--- src/rtl/josh_pkg.sv ---
// josh_pkg: shared types and default geometry for the JOSH Jump display path.
// Holds the renderer state encoding, palette constants and a safe clog2.
package josh_pkg;

  typedef enum logic [2:0] {
    IDLE,
    FIELD,
    DRAIN,
    SPRITE,
    DONE
  } state_t;

  localparam logic [2:0] COL_BLACK = 3'b000;
  localparam logic [2:0] COL_WHITE = 3'b111;
  localparam logic [2:0] COL_RED   = 3'b100;

  localparam int DEF_PF_W  = 120;
  localparam int DEF_PF_H  = 100;
  localparam int DEF_X0    = 20;
  localparam int DEF_Y0    = 10;
  localparam int DEF_SPR_W = 4;
  localparam int DEF_SPR_H = 6;

  // A 1-wide or 1-high rectangle still needs a 1-bit counter.
  function automatic int clog2s(input int n);
    return (n > 1) ? $clog2(n) : 1;
  endfunction

endpackage

--- src/rtl/frame_renderer_if.sv ---
// frame_renderer_if: frame control, bitmap read port and vga pixel port.
// master is the renderer, slave is the game datapath / memory / adapter.
interface frame_renderer_if
  import josh_pkg::*;
#(
  parameter int PF_W = DEF_PF_W,
  parameter int PF_H = DEF_PF_H,
  parameter int XW   = 8,
  parameter int YW   = 7,
  parameter int CW   = 3
);

  localparam int CLW = clog2s(PF_W);
  localparam int RWW = clog2s(PF_H);

  logic          start;
  logic [XW-1:0] sprite_x;
  logic [YW-1:0] sprite_y;
  logic [CW-1:0] sprite_colour;
  logic          busy;
  logic          done;

  logic           rd_en;
  logic [CLW-1:0] rd_col;
  logic [RWW-1:0] rd_row;
  logic           rd_data;

  logic          plot;
  logic [XW-1:0] x;
  logic [YW-1:0] y;
  logic [CW-1:0] colour;

  modport master (
    input  start, sprite_x, sprite_y, sprite_colour, rd_data,
    output busy, done, rd_en, rd_col, rd_row,
    output plot, x, y, colour
  );

  modport slave (
    output start, sprite_x, sprite_y, sprite_colour, rd_data,
    input  busy, done, rd_en, rd_col, rd_row,
    input  plot, x, y, colour
  );

endinterface

--- src/rtl/rect_scanner.sv ---
// rect_scanner: column-major (W,H) counter pair; row is the fast index.
// clear wins over step; last flags the final (W-1,H-1) position.
module rect_scanner
  import josh_pkg::*;
#(
  parameter int W   = DEF_SPR_W,
  parameter int H   = DEF_SPR_H,
  parameter int CLW = clog2s(W),
  parameter int RWW = clog2s(H)
) (
  input  logic           clk,
  input  logic           resetn,
  input  logic           clear,
  input  logic           step,
  output logic [CLW-1:0] col,
  output logic [RWW-1:0] row,
  output logic           last
);

  logic row_end;

  always_comb begin
    row_end = (row == RWW'(H - 1));
    last    = row_end && (col == CLW'(W - 1));
  end

  always_ff @(posedge clk) begin
    if (!resetn) begin
      col <= '0;
      row <= '0;
    end else if (clear) begin
      col <= '0;
      row <= '0;
    end else if (step) begin
      if (row_end) begin
        row <= '0;
        col <= col + 1'b1;
      end else begin
        row <= row + 1'b1;
      end
    end
  end

endmodule

--- src/rtl/frame_renderer.sv ---
// frame_renderer: sweeps the playfield bitmap, then draws the sprite.
// Define SPRITE_CLIP_EN to suppress sprite pixels outside the playfield.
module frame_renderer
  import josh_pkg::*;
#(
  parameter int PF_W  = DEF_PF_W,
  parameter int PF_H  = DEF_PF_H,
  parameter int X0    = DEF_X0,
  parameter int Y0    = DEF_Y0,
  parameter int XW    = 8,
  parameter int YW    = 7,
  parameter int CW    = 3,
  parameter int SPR_W = DEF_SPR_W,
  parameter int SPR_H = DEF_SPR_H,
  parameter logic [CW-1:0] FG_COLOUR = CW'(COL_WHITE),
  parameter logic [CW-1:0] BG_COLOUR = CW'(COL_BLACK)
) (
  input  logic             clk,
  input  logic             resetn,
  frame_renderer_if.master bus
);

  localparam int CLW = clog2s(PF_W);
  localparam int RWW = clog2s(PF_H);
  localparam int SXW = clog2s(SPR_W);
  localparam int SYW = clog2s(SPR_H);

  state_t state;

  logic [XW-1:0] spx;
  logic [YW-1:0] spy;
  logic [CW-1:0] spc;

  logic          busy_r;
  logic          done_r;
  logic          rd_en_r;
  logic          plot_r;
  logic          fld_px;
  logic          spr_end;
  logic [XW-1:0] x_r;
  logic [YW-1:0] y_r;
  logic [CW-1:0] col_r;

  logic [CLW-1:0] f_col;
  logic [RWW-1:0] f_row;
  logic           f_last;
  logic [SXW-1:0] s_col;
  logic [SYW-1:0] s_row;
  logic           s_last;

  logic          accept;
  logic          f_step;
  logic          s_emit;
  logic          s_step;
  logic [XW-1:0] px;
  logic [YW-1:0] py;
  logic          p_ok;
  logic [CW-1:0] pix_col;

  rect_scanner #(
    .W(PF_W),
    .H(PF_H)
  ) u_field (
    .clk   (clk),
    .resetn(resetn),
    .clear (accept),
    .step  (f_step),
    .col   (f_col),
    .row   (f_row),
    .last  (f_last)
  );

  // Runs one pixel ahead of the plotted sprite pixel.
  rect_scanner #(
    .W(SPR_W),
    .H(SPR_H)
  ) u_sprite (
    .clk   (clk),
    .resetn(resetn),
    .clear (accept),
    .step  (s_step),
    .col   (s_col),
    .row   (s_row),
    .last  (s_last)
  );

  always_comb begin
    accept = (state == IDLE) && bus.start;
    f_step = (state == FIELD) && !f_last;
    s_emit = (state == DRAIN) ||
             ((state == SPRITE) && !spr_end);
    s_step = s_emit && !s_last;
    px     = spx + XW'(s_col);
    py     = spy + YW'(s_row);
`ifdef SPRITE_CLIP_EN
    p_ok   = (int'(px) >= X0) &&
             (int'(px) <= X0 + PF_W - 1) &&
             (int'(py) >= Y0) &&
             (int'(py) <= Y0 + PF_H - 1);
`else
    p_ok   = 1'b1;
`endif
    // Bitmap data lands one cycle after the read, alongside x/y.
    pix_col = fld_px ?
              (bus.rd_data ? FG_COLOUR : BG_COLOUR) :
              col_r;
  end

  always_ff @(posedge clk) begin
    if (!resetn) begin
      state   <= IDLE;
      busy_r  <= 1'b0;
      done_r  <= 1'b0;
      rd_en_r <= 1'b0;
      plot_r  <= 1'b0;
      fld_px  <= 1'b0;
      spr_end <= 1'b0;
      x_r     <= '0;
      y_r     <= '0;
      col_r   <= '0;
      spx     <= '0;
      spy     <= '0;
      spc     <= '0;
    end else begin
      done_r <= 1'b0;
      plot_r <= 1'b0;
      fld_px <= 1'b0;
      if (fld_px) col_r <= pix_col;
      unique case (state)
        IDLE: begin
          if (bus.start) begin
            state   <= FIELD;
            busy_r  <= 1'b1;
            rd_en_r <= 1'b1;
            spr_end <= 1'b0;
            spx     <= bus.sprite_x;
            spy     <= bus.sprite_y;
            spc     <= bus.sprite_colour;
          end
        end
        FIELD: begin
          plot_r <= 1'b1;
          fld_px <= 1'b1;
          x_r    <= XW'(X0) + XW'(f_col);
          y_r    <= YW'(Y0) + YW'(f_row);
          if (f_last) begin
            rd_en_r <= 1'b0;
            state   <= DRAIN;
          end
        end
        DRAIN, SPRITE: begin
          if ((state == SPRITE) && spr_end) begin
            state  <= DONE;
            busy_r <= 1'b0;
            done_r <= 1'b1;
          end else begin
            state   <= SPRITE;
            spr_end <= s_last;
            plot_r  <= p_ok;
            if (p_ok) begin
              x_r   <= px;
              y_r   <= py;
              col_r <= spc;
            end
          end
        end
        DONE: state <= IDLE;
        default: state <= IDLE;
      endcase
    end
  end

  assign bus.busy   = busy_r;
  assign bus.done   = done_r;
  assign bus.rd_en  = rd_en_r;
  assign bus.rd_col = f_col;
  assign bus.rd_row = f_row;
  assign bus.plot   = plot_r;
  assign bus.x      = x_r;
  assign bus.y      = y_r;
  assign bus.colour = pix_col;

endmodule

--- src/flat_wrapper.sv ---
// flat-port wrapper written by rule: the top's interface ports become plain ports
module frame_renderer_flat import josh_pkg::*;
#(
  parameter int PF_W  = DEF_PF_W,
  parameter int PF_H  = DEF_PF_H,
  parameter int X0    = DEF_X0,
  parameter int Y0    = DEF_Y0,
  parameter int XW    = 8,
  parameter int YW    = 7,
  parameter int CW    = 3,
  parameter int SPR_W = DEF_SPR_W,
  parameter int SPR_H = DEF_SPR_H,
  parameter logic [CW-1:0] FG_COLOUR = CW'(COL_WHITE),
  parameter logic [CW-1:0] BG_COLOUR = CW'(COL_BLACK)
)
  (clk, resetn, bus_start, bus_sprite_x, bus_sprite_y, bus_sprite_colour, bus_rd_data, bus_busy, bus_done, bus_rd_en, bus_rd_col, bus_rd_row, bus_plot, bus_x, bus_y, bus_colour);
  frame_renderer_if #(.PF_W(PF_W), .PF_H(PF_H), .XW(XW), .YW(YW), .CW(CW)) bus_i ();
  input  logic clk;
  input  logic resetn;
  input wire logic [$bits(bus_i.start)-1:0] bus_start;
  input wire logic [$bits(bus_i.sprite_x)-1:0] bus_sprite_x;
  input wire logic [$bits(bus_i.sprite_y)-1:0] bus_sprite_y;
  input wire logic [$bits(bus_i.sprite_colour)-1:0] bus_sprite_colour;
  input wire logic [$bits(bus_i.rd_data)-1:0] bus_rd_data;
  output wire logic [$bits(bus_i.busy)-1:0] bus_busy;
  output wire logic [$bits(bus_i.done)-1:0] bus_done;
  output wire logic [$bits(bus_i.rd_en)-1:0] bus_rd_en;
  output wire logic [$bits(bus_i.rd_col)-1:0] bus_rd_col;
  output wire logic [$bits(bus_i.rd_row)-1:0] bus_rd_row;
  output wire logic [$bits(bus_i.plot)-1:0] bus_plot;
  output wire logic [$bits(bus_i.x)-1:0] bus_x;
  output wire logic [$bits(bus_i.y)-1:0] bus_y;
  output wire logic [$bits(bus_i.colour)-1:0] bus_colour;
  assign bus_i.start = bus_start;
  assign bus_i.sprite_x = bus_sprite_x;
  assign bus_i.sprite_y = bus_sprite_y;
  assign bus_i.sprite_colour = bus_sprite_colour;
  assign bus_i.rd_data = bus_rd_data;
  assign bus_busy = bus_i.busy;
  assign bus_done = bus_i.done;
  assign bus_rd_en = bus_i.rd_en;
  assign bus_rd_col = bus_i.rd_col;
  assign bus_rd_row = bus_i.rd_row;
  assign bus_plot = bus_i.plot;
  assign bus_x = bus_i.x;
  assign bus_y = bus_i.y;
  assign bus_colour = bus_i.colour;
  frame_renderer #(.PF_W(PF_W), .PF_H(PF_H), .X0(X0), .Y0(Y0), .XW(XW), .YW(YW), .CW(CW), .SPR_W(SPR_W), .SPR_H(SPR_H), .FG_COLOUR(FG_COLOUR), .BG_COLOUR(BG_COLOUR)) u_core (.clk(clk), .resetn(resetn), .bus(bus_i));
endmodule
--- config.mk ---
export PLATFORM = sky130hd
export DESIGN_NAME = frame_renderer_flat
export DESIGN_NICKNAME = d
export VERILOG_FILES = /design/src/rtl/josh_pkg.sv /design/src/rtl/frame_renderer_if.sv /design/src/rtl/rect_scanner.sv /design/src/rtl/frame_renderer.sv /design/src/flat_wrapper.sv
export SDC_FILE = /design/constraint.sdc
export NUM_CORES = 1
export LEC_CHECK = 0
export CAP_MARGIN = 0
export CELL_PAD_IN_SITES_DETAIL_PLACEMENT = 0
export CELL_PAD_IN_SITES_GLOBAL_PLACEMENT = 1
export CORE_AREA = 2 2 91 93
export DETAILED_ROUTE_END_ITERATION = 12
export DIE_AREA = 0 0 93 95
export PLACE_DENSITY = 0.9
export SYNTH_ARGS = -nofsm -noshare
export SYNTH_HDL_FRONTEND = slang
export SYNTH_HIERARCHICAL = 1
export SYNTH_SLANG_ARGS = --single-unit
--- constraint.sdc ---
create_clock -name clk -period 3.5 [get_ports clk]
set_input_delay 0.875 -clock clk [delete_from_list [all_inputs] [get_ports clk]]
set_output_delay 0.875 -clock clk [all_outputs]
set_load 0.1 [all_outputs]
Word-level counts from Yosys, hierarchy flattened
Cells that the tools add are included.
{"block": "word_totals", "romBits": 0, "wordCells": 90, "memories": 0, "latchBits": 0, "register_bits": 64, "ramBits": 0}
{"block": "classes", "muxes": 27, "add_sub_neg": 8, "order_cmp": 0, "multipliers": 0, "eq_ne": 11, "n_shift": 0, "reduce_logical": 26, "div_mod_pow": 0, "bitwise_logic": 1}
{"operator": "two-way mux 3 bit", "count": 9}
{"operator": "one-hot mux 8 bit (2 select lines)", "count": 1}
{"operator": "adder 7 x 1 -> 7 bit (second input constant)", "count": 2}
{"operator": "== test 7 bit (second input constant)", "count": 2}
{"operator": "two-way mux 7 bit", "count": 2}
{"operator": "one-hot mux 7 bit (2 select lines)", "count": 1}
{"operator": "AND reduction 2 bit", "count": 6}
{"operator": "one-hot mux 3 bit (3 select lines)", "count": 1}
{"operator": "AND reduction 3 bit", "count": 3}
{"operator": "adder 5 x 7 -> 8 bit (first input constant)", "count": 1}
{"operator": "adder 8 x 2 -> 8 bit", "count": 1}
{"operator": "two-way mux 1 bit", "count": 8}
{"operator": "two-way mux 8 bit", "count": 1}
{"operator": "one-hot mux 1 bit (2 select lines)", "count": 4}
{"operator": "adder 4 x 7 -> 7 bit (first input constant)", "count": 1}
{"operator": "adder 7 x 3 -> 7 bit", "count": 1}
{"operator": "logical AND 1 bit", "count": 7}
{"operator": "== test 3 x 2 -> 1 bit (second input constant)", "count": 2}
{"operator": "nonzero test 2 bit", "count": 3}
{"operator": "!= test 2 x 1 -> 1 bit (second input constant)", "count": 2}
{"operator": "!= test 2 bit (second input constant)", "count": 2}
{"operator": "OR reduction 2 bit", "count": 2}
{"operator": "adder 3 x 1 -> 3 bit (second input constant)", "count": 1}
{"operator": "== test 3 x 1 -> 1 bit (second input constant)", "count": 1}
{"operator": "other kinds (7)", "count": 9}

Longest topological paths before layout
Gate-level depths: netlist (run 1).
{"block": "depth", "word_depth": 5, "depth_mapped": 9, "ltp_nobuf": 8}

By module
The synthesis (run 1) kept the hierarchy.
{"mod": "frame_renderer", "instances": 1, "cells_each": 278, "seq_area_each_um2": 900.9, "area_each_um2": 2327.2}
{"mod": "rect_scanner (u_core.u_field)", "instances": 1, "cells_each": 80, "seq_area_each_um2": 280.3, "area_each_um2": 718.2}
{"mod": "rect_scanner (u_core.u_sprite)", "instances": 1, "cells_each": 23, "seq_area_each_um2": 100.1, "area_each_um2": 254.0}

Least setup slack after synthesis (run 1)
No wires, ideal clock.
{"block": "synth_timing", "path_type": "register -> output", "startpoint": "reg u_core.col_r[1]", "endpoint": "out bus_colour[1]", "path_stages_with_launch": 3, "slack_ns": 0.149, "arrival_ns": 2.476, "n_path_buf": 0, "cell_sequence": "dfxtp_1 -> inv_1 -> o21ai_0"}
{"block": "synth_via", "elab_chain_cells": 1}
{"item": "start: declaration", "line_no": "frame_renderer.sv:42", "rtl": "logic [CW-1:0] col_r;"}
{"item": "start signal: assignment", "line_no": "frame_renderer.sv:128", "rtl": "if (fld_px) col_r <= pix_col;"}
{"item": "start signal: assignment", "line_no": "frame_renderer.sv:163", "rtl": "col_r <= spc;"}
{"item": "two-way mux 3 bit", "line_no": "frame_renderer.sv:104", "rtl": "pix_col = fld_px ?"}
{"item": "end: declaration", "line_no": "flat_wrapper.sv:33", "rtl": "output wire logic [$bits(bus_i.colour)-1:0] bus_colour;"}
No other way between the ends.

Worst setup path in the final report (run 1)
{"block": "layout_timing", "startpoint": "in bus_rd_data", "endpoint": "out bus_colour[2]"}
{"block": "layout_via", "elab_chain_cells": 2}
{"item": "start: declaration", "line_no": "flat_wrapper.sv:24", "rtl": "input wire logic [$bits(bus_i.rd_data)-1:0] bus_rd_data;"}
{"item": "two-way mux 3 bit", "line_no": "frame_renderer.sv:105", "rtl": "(bus.rd_data ? FG_COLOUR : BG_COLOUR) :"}
{"item": "two-way mux 3 bit", "line_no": "frame_renderer.sv:104"}
No other way between the ends.

==> results.txt, run 1 <==
----------------------------------------------------
[STA]
  Final critical-path required period ... 2.714 ns
  Sum of negative setup slack ... 0 ns
  Worst slew margin ... 0.4617
  Layout Skew ... 0.009122 ns
  Final Cycle Share ... 0.7754
  Max Transition Viols Final ... 0
  Finish-stage setup viols ... 0
  Post-Route Hold Slack ... 0.4626 ns
  Maximum clock frequency ... 0.3685 GHz
  Actual transition at the worst max-transition pin ... 0.8048 ns
  Final number of hold-violating endpoints ... 0
  RSZ-0062 raised after global routing ... no

[Yosys]
  Post-synthesis sequential area ratio ... 0.3883
  Fraction of synthesis flops using an asynchronous set or reset pin ... 0
  XOR/XNOR share of the synthesized area ... 0.05575
  Mean post-synth cell area ... 8.660 um^2
  Most frequently used flop master after synthesis ... sky130_fd_sc_hd__dfxtp_1
  Unique masters post-synth ... 56
  Synth Net Count ... 415
  Largest family of logic cells by synthesized area ... simple AND/OR/NAND/NOR gates
  Cell area after synthesis ... 3299 um^2
  Total number of yosys warnings ... 6
  Simple-Gate Fraction of Synth Area ... 0.2419
  Flip-flop and latch count after synthesis ... 64
  Number of flops mapped to enable cells by yosys ... 0
  Arithmetic-cell share of the synthesized area counting full adders, half adders and majority gates ... 0.05006
  Synthesized instance count ... 381
  Synthesized-area fraction occupied by ao, oa, aoi and oai cells ... 0.1983
  Multiplexer area fraction after synthesis ... 0.01820

[Cells and area]
  Ratio of cells with drive above 1 in the final layout ... 0.1606
  End-of-flow core utilization ... 0.5131
  Total non-filler cell area in the finished layout ... 4068 um^2
  Area added between synthesis and finish ... 23.28%
  Commonest cells after routing, fill and taps aside ... 76 x sky130_fd_sc_hd__nand2_1, 64 x sky130_fd_sc_hd__dfxtp_1, 39 x sky130_fd_sc_hd__buf_4
  Most common cell after layout, fill and taps aside ... sky130_fd_sc_hd__nand2_1
  Antenna diode count ... 0
  NumNets Final ... 472
  Final Non-Filler Cells ... 547

[Worst hold path]
  Min-Delay Endpoint ... u_core/spc[1]$_SDFFE_PN0P_
  Hold Path Stages ... 2
  Critical hold path startpoint ... u_core/spc[1]$_SDFFE_PN0P_
  Worst hold path class ... reg -> reg

[Drt]
  Violation count after the first detailed-route iteration ... 146
  Number of remaining DRC errors ... 0
  Count of nets left with antenna violations after detail routing ... 0
  Total wire length ... 7625 um
  Routed length per instance ... 13.94 um
  Per-cell via count in the routed design ... 5.236
  Pre-Repair DR Iteration Count ... 5
  Vias post-DR ... 2864

[Power]
  Power density normalized to cell area ... 435.8 nW/um^2
  Peak supply drop ... 0.0002874 V
  Leak Pwr ... 0.001633 uW

[Worst setup path]
  Worst path bufs/invs ... 2
  Worst path cell trace ... clkdlybuf4s50_1 -> nand2_1 -> o21ai_0 -> buf_12
  Nature of the critical path startpoint ... primary input
  Worst EP arrival ... 1.84 ns
  Sort of element at the end of the critical path ... output port
  Req. time, crit path ... 2.62 ns
  Cell family with most CP delay ... buffers and inverters
  Kind of critical path ... in -> out
  Depth of the critical timing path with buffers and inverters included ... 4
  Cell with the largest stage delay on the worst path ... sky130_fd_sc_hd__clkdlybuf4s50_1
  Worst Path Max Fanout ... 3
  Launching point of the worst reg2reg path ... u_core/u_field/row[3]$_SDFFE_PP0P_
  Largest stage delay on the critical path ... 0.45 ns
  Worst R2R Setup Slack ... 0.94 ns
  End of the worst register-to-register path ... u_core/u_field/col[4]$_SDFFE_PP0P_
  Number of cells on the worst reg-to-reg path ... 6

[Clocking]
  Clock buffer count from CTS ... 9
  Worst skew pair latency ... 0.34 ns
  Post-CTS setup buffers ... 0
  Sinks on Clock Net ... 64
  Count of hold-fix buffers inserted at cts ... 0
  H-Tree Depth ... 3
  Clock Pin Slew Worst Setup and Hold Paths ... 0.07 ns
  Clk Tree Root Cell ... sky130_fd_sc_hd__clkbuf_8
  Clock buffer depth ... 2
  Clock tree from TritonCTS ... done
  Post-CTS sizing ... 0

[Die]
  Std-Cell Rows ... 33
  Initial core utilization ... 0.4162
  Number of placed I/O pins ... 58
  Std-Cell Core Area ... 7928 um^2
  Die width ... 93 um
  Die height ... 95 um
  Die ar. ... 8835 um^2

[GRT]
  Wire length of the first global-routing pass ... 12780 um
  Met2 track demand over resource ... 0.2959
  Initial antenna violation count ... 0
  Pin count of the biggest net entering global routing ... 29
  Via count of the first global-routing pass ... 2724
  Final global-route overflow total ... 0
  GR Layer Usage met1 ... 0.2380
  Global routing usage summed across all routing layers ... 0.1832
  Global routing met3 resource utilization ... 0.03352
  Global route hottest layer ... met2

[Outcome]
  Run status ... completed

[Place]
  Total of buffers placed on input and output ports ... 57
  Standard cell area after detailed placement ... 3895 um^2
  Routability cong. ... 0.8326
  Cell Count Post-Placement ... 532
  DP HPWL ... 5535 um

[Job]
  # Max-Cap Violations ... 0

----------------------------------------------------
worst max-delay path by stage:
| stage | startpoint | end | slack [ns] |
|---|---|---|---|
| 2_1_floorplan | u_core/col_r[1]$_SDFF_PN0_ | bus_colour[1] | 0.15 |
| 3_3_place_gp | bus_start | u_core/u_field/row[5]$_SDFFE_PP0P_ | 0.72 |
| 3_5_place_dp | bus_start | u_core/u_field/row[5]$_SDFFE_PP0P_ | 0.60 |
| 4_1_cts | bus_rd_data | bus_colour[2] | 0.79 |
| 5_1_grt | bus_rd_data | bus_colour[2] | 0.72 |
| 6_report | bus_rd_data | bus_colour[2] | 0.79 |
report_power, final:
| part | total (uW) | internal, uW | switching, uW |
|---|---|---|---|
| registers | 802 | 768 | 33.5 |
| clock network | 565 | 290 | 276 |
| logic | 406 | 123 | 283 |
registers in the layout, summed over array words and instances, names as in the netlist, 2 cells and up:
name and cells:
u_core/bus.x 8, u_core/spx 8, u_core/bus.y 7, u_core/spy 7
u_core/u_field/col 7, u_core/u_field/row 7, u_core/col_r 3, u_core/spc 3
u_core/state 3, u_core/u_sprite/row 3, u_core/u_sprite/col 2
through the flow:
| step | total power [uW] | setup WS (ns) |
|---|---|---|
| 6_report | 1773 | 0.7859 |
| 5_1_grt | 1855 | 0.7233 |
| 4_1_cts | 1793 | 0.7858 |
| 3_5_place_dp | 1226 | 0.6049 |
| 3_3_place_gp | 1220 | 0.7173 |
| 2_1_floorplan | 1118 | 0.1486 |
tightest hold or removal path, stage by stage, from the launching register on:
cell                       delay (ns)
sky130_fd_sc_hd__dfxtp_1         0.32
sky130_fd_sc_hd__nand2_1         0.05
sky130_fd_sc_hd__a21boi_1        0.05
cell families (layout without fill, tap and decap cells):
| group | Yosys count | after routing |
|---|---|---|
| AND/OR/NAND/NOR | 156 | 156 |
| AO/OA/AOI/OAI | 90 | 90 |
| flip-flops | 64 | 64 |
| buffers and inverters | 32 | 93 |
| XOR/XNOR | 21 | 21 |
| adder cells (fa/ha/maj) | 12 | 12 |
| multiplexers | 6 | 6 |
cell usage after synthesis (2+ instances only):
cell                        count  area (um^2)
sky130_fd_sc_hd__nand2_1       76        285.3
sky130_fd_sc_hd__dfxtp_1       64         1281
sky130_fd_sc_hd__a21boi_0      18        135.1
sky130_fd_sc_hd__nor2_1        18        67.56
sky130_fd_sc_hd__o21ai_0       18        90.09
sky130_fd_sc_hd__a21oi_1       17        85.08
sky130_fd_sc_hd__inv_1         14        52.55
sky130_fd_sc_hd__xnor2_1       12        105.1
sky130_fd_sc_hd__ha_1          10        125.1
sky130_fd_sc_hd__nand3_1       10        50.05
sky130_fd_sc_hd__xor2_1         9        78.83
sky130_fd_sc_hd__nand2b_1       8        50.05
sky130_fd_sc_hd__buf_2          7        35.03
sky130_fd_sc_hd__nor2b_1        7        43.79
sky130_fd_sc_hd__mux2i_1        6        60.06
sky130_fd_sc_hd__a21boi_1       5        37.54
sky130_fd_sc_hd__clkbuf_1       5        18.77
sky130_fd_sc_hd__nand4_1        5        31.28
sky130_fd_sc_hd__o211a_1        5        50.05
sky130_fd_sc_hd__and3_1         4        25.02
sky130_fd_sc_hd__nor3_1         4        20.02
sky130_fd_sc_hd__or3_1          4        25.02
sky130_fd_sc_hd__buf_4          3        22.52
sky130_fd_sc_hd__nand3b_1       3        22.52
sky130_fd_sc_hd__o21a_1         3        22.52
sky130_fd_sc_hd__o31ai_1        3        22.52
sky130_fd_sc_hd__o32ai_2        3        48.80
sky130_fd_sc_hd__or4_1          3        22.52
sky130_fd_sc_hd__a21bo_2        2        20.02
sky130_fd_sc_hd__a21o_1         2        15.01
sky130_fd_sc_hd__a31oi_1        2        12.51
sky130_fd_sc_hd__and4b_1        2        20.02
sky130_fd_sc_hd__buf_6          2        22.52
sky130_fd_sc_hd__fa_1           2        40.04
sky130_fd_sc_hd__o2111ai_1      2        17.52
sky130_fd_sc_hd__o211ai_1       2        15.01
sky130_fd_sc_hd__o22ai_1        2        12.51
layer usage:
layer / vias to the layer above / part of all wire
met1: 1331 / 0.46
met2: 74 / 0.48
met3: 17 / 0.042
met4: 0 / 0.024
met5: - / 0
li1: 1442 / -
layout make-up:
type | instances | area, um^2
multi-input cells | 285 | 1862
well taps | 105 | 131.4
inverters | 15 | 57.56
clock buffers | 12 | 155.1
fillers | 808 | 3860
clock inverters | 3 | 17.52
repair buffers | 63 | 563.0
flip-flops and latches | 64 | 1281
Power figures use the tool's default switching activity.
==> run 2: changes to the inputs <==
Settings changed: CORE_AREA 2 2 91 93 to 2 2 95 97, DIE_AREA 0 0 93 95 to 0 0 97 99, PLACE_DENSITY 0.9 to 0.84.
Clock period 3.5 ns to 2.73 ns, I/O delays scaled along.
==> results.txt, run 2 (synthesized netlist as in run 1, its figures left out) <==
----------------------------------------------------
[Clocking]
  Clock buffer count from CTS ... 9 (unchanged)
  Sinks on Clock Net ... 64 (unchanged)
  Worst skew pair latency ... 0.35 ns (about the same)
  H-Tree Depth ... 3 (unchanged)
  Post-CTS setup buffers ... 0 (unchanged)
  Post-CTS sizing ... 0 (unchanged)
  Count of hold-fix buffers inserted at cts ... 0 (unchanged)
  Clock buffer depth ... 2 (unchanged)
  Clk Tree Root Cell ... sky130_fd_sc_hd__clkbuf_8
  Clock tree from TritonCTS ... done
  Clock Pin Slew Worst Setup and Hold Paths ... 0.07 ns (about the same)

[Worst setup path]
  Largest stage delay on the critical path ... 0.52 ns (+0.07 ns)
  Req. time, crit path ... 3.01 ns (+0.39 ns)
  Worst EP arrival ... 2.59 ns (+0.75 ns)
  Worst path cell trace ... ha_1 -> nand4_1 -> nor3_1 -> nor2_1 -> nand3b_4 -> or4_1 -> a21oi_1
  Nature of the critical path startpoint ... register
  Worst Path Max Fanout ... 14 (+11)
  Worst path bufs/invs ... 0 (-2)
  Cell family with most CP delay ... simple AND/OR/NAND/NOR gates
  Worst R2R Setup Slack ... 0.42 ns (-0.52 ns)
  Cell with the largest stage delay on the worst path ... sky130_fd_sc_hd__or4_1
  Kind of critical path ... reg -> reg
  Sort of element at the end of the critical path ... register

[GRT]
  Wire length of the first global-routing pass ... 13240 um (+3.6%)
  Via count of the first global-routing pass ... 2759 (+1.3%)
  Final global-route overflow total ... 0 (unchanged)
  Pin count of the biggest net entering global routing ... 39 (+34%)
  Initial antenna violation count ... 0 (unchanged)
  Global routing usage summed across all routing layers ... 0.1711 (-0.01204)

[Power]
  Combinational Power Share ... 0.223 (-0.006)
  Reported net switching power ... 794.3 uW (+34%)
  Clock network power share ... 0.341 (+0.022)
  Total power after layout ... 2357 uW (+33%)
  Leak Pwr ... 0.001653 uW (+1.2%)
  Peak supply drop ... 0.0002893 V (+0.65%)
  Part of the total power dissipated in sequential elements ... 0.437 (-0.015)
  Internal power ... 1563 uW (+32%)
  Fraction of power spent switching nets ... 0.3370 (+0.003081)
  Power density normalized to cell area ... 572.6 nW/um^2 (+31%)

[STA]
  Final number of hold-violating endpoints ... 0 (unchanged)
  Layout Skew ... 0.007107 ns (-0.002015 ns)
  RSZ-0062 raised after global routing ... no
  Finish-stage setup viols ... 0 (unchanged)
  Final critical-path required period ... 2.313 ns
  Slack of the critical path ... 0.4170 ns (-0.3689 ns)
  Maximum clock frequency ... 0.4323 GHz
  Final Cycle Share ... 0.8472
  Worst slew margin ... 0.5511 (+0.08939)
  Max Transition Viols Final ... 0 (unchanged)
  Actual transition at the worst max-transition pin ... 0.6733 ns (-0.1315 ns)

[Outcome]
  Run status ... completed

[Place]
  Routability cong. ... 0.8677 (+4.2%)
  DP HPWL ... 5777 um (+4.4%)
  Pre-CTS setup slack ... 0.3704 ns (-0.2345 ns)
  Total of buffers placed on input and output ports ... 57 (unchanged)
  Standard cell area after detailed placement ... 3929 um^2 (+0.87%)

[Die]
  Number of placed I/O pins ... 58 (unchanged)
  Initial core utilization ... 0.3859 (-0.03033)
  Std-Cell Core Area ... 8551 um^2 (+7.9%)
  Die height ... 99 um (+4.2%)
  Die ar. ... 9603 um^2 (+8.7%)
  Std-Cell Rows ... 34 (+3.0%)
  Die width ... 97 um (+4.3%)

[Cells and area]
  Most common cell after layout, fill and taps aside ... sky130_fd_sc_hd__nand2_1
  Ratio of cells with drive above 1 in the final layout ... 0.1708 (+0.01015)
  Commonest cells after routing, fill and taps aside ... 76 x sky130_fd_sc_hd__nand2_1, 62 x sky130_fd_sc_hd__dfxtp_1, 40 x sky130_fd_sc_hd__buf_4
  NumNets Final ... 474 (+0.42%)
  Antenna diode count ... 0 (unchanged)
  Area added between synthesis and finish ... 24.76%
  End-of-flow core utilization ... 0.4814 (-0.03168)
  Total non-filler cell area in the finished layout ... 4116 um^2 (+1.2%)

[Drt]
  Routed length per instance ... 14.32 um (+2.7%)
  Pre-Repair DR Iteration Count ... 4 (-1)
  Vias post-DR ... 2836 (-0.98%)
  Count of nets left with antenna violations after detail routing ... 0 (unchanged)
  Number of remaining DRC errors ... 0 (unchanged)
  Per-cell via count in the routed design ... 5.128 (-2.1%)
  Total wire length ... 7920 um (+3.9%)
  Violation count after the first detailed-route iteration ... 121 (-17%)

[Worst hold path]
  Worst hold path class ... reg -> reg

[Job]
  # Max-Cap Violations ... 0 (unchanged)

----------------------------------------------------
==> run 2: cell types whose count changed in the layout (fill, tap and decap cells not counted), sizes merged <==
cell / before / now
buf: 42 / 44
clkbuf: 12 / 10
bufinv: 0 / 1
clkinv: 3 / 4
clkinvlp: 1 / 2
==> run 2: worst paths after layout <==
check / from / end / depth (start not counted)
max: u_core/u_field/row[1]$_SDFFE_PP0P_ / u_core/u_field/col[3]$_SDFFE_PP0P_ / 7
min: u_core/spc[1]$_SDFFE_PN0P_ / u_core/spc[1]$_SDFFE_PN0P_ / 2
max reg2reg: u_core/u_field/row[1]$_SDFFE_PP0P_ / u_core/u_field/col[3]$_SDFFE_PP0P_ / 7
min reg2reg: u_core/spc[1]$_SDFFE_PN0P_ / u_core/spc[1]$_SDFFE_PN0P_ / 2
==> run 2: metal layers <==
| layer | up-vias | wire [um] | track usage |
|---|---|---|---|
| li1 | 1436 | - | - |
| met1 | 1340 | 3597 | 0.2131 |
| met2 | 46 | 3848 | 0.2858 |
| met3 | 14 | 279 | 0.04113 |
| met4 | 0 | 194 | 0.06934 |
| met5 | - | 0 | 0 |
==> run 2: layout make-up <==
type | count | area [um^2]
fillers | 824 | 4434
multi-input cells | 285 | 1862
flip-flops and latches | 64 | 1284
repair buffers | 65 | 590.6
well taps | 108 | 135.1
clock buffers | 10 | 127.6
clock inverters | 6 | 60.06
inverters | 15 | 57.56
==> run 2: through the flow <==
step                cells  hold WS [ns]  TNS (ns)
floorplan             381        0.4353    -1.636
finish                553        0.4685         0
global placement      537        0.4530         0
detailed placement    537        0.4600         0
global route          553        0.4881         0
CTS                   553        0.4717         0
==> run 2: worst register-to-register path: stages (launching register included) <==
cell,delay [ns]
sky130_fd_sc_hd__dfxtp_1,0.38
sky130_fd_sc_hd__ha_1,0.29
sky130_fd_sc_hd__nand4_1,0.12
sky130_fd_sc_hd__nor3_1,0.08
sky130_fd_sc_hd__nor2_1,0.46
sky130_fd_sc_hd__nand3b_4,0.23
sky130_fd_sc_hd__or4_1,0.52
sky130_fd_sc_hd__a21oi_1,0.15
==> run 2: power groups by stage <==
stage / combinational, uW / sequential (uW) / clock, uW
3_3_place_gp: 523 / 1050 / 0
6_report: 525 / 1030 / 803
5_1_grt: 560 / 1040 / 862
3_5_place_dp: 527 / 1050 / 0
4_1_cts: 529 / 1030 / 819
2_1_floorplan: 218 / 1210 / 0
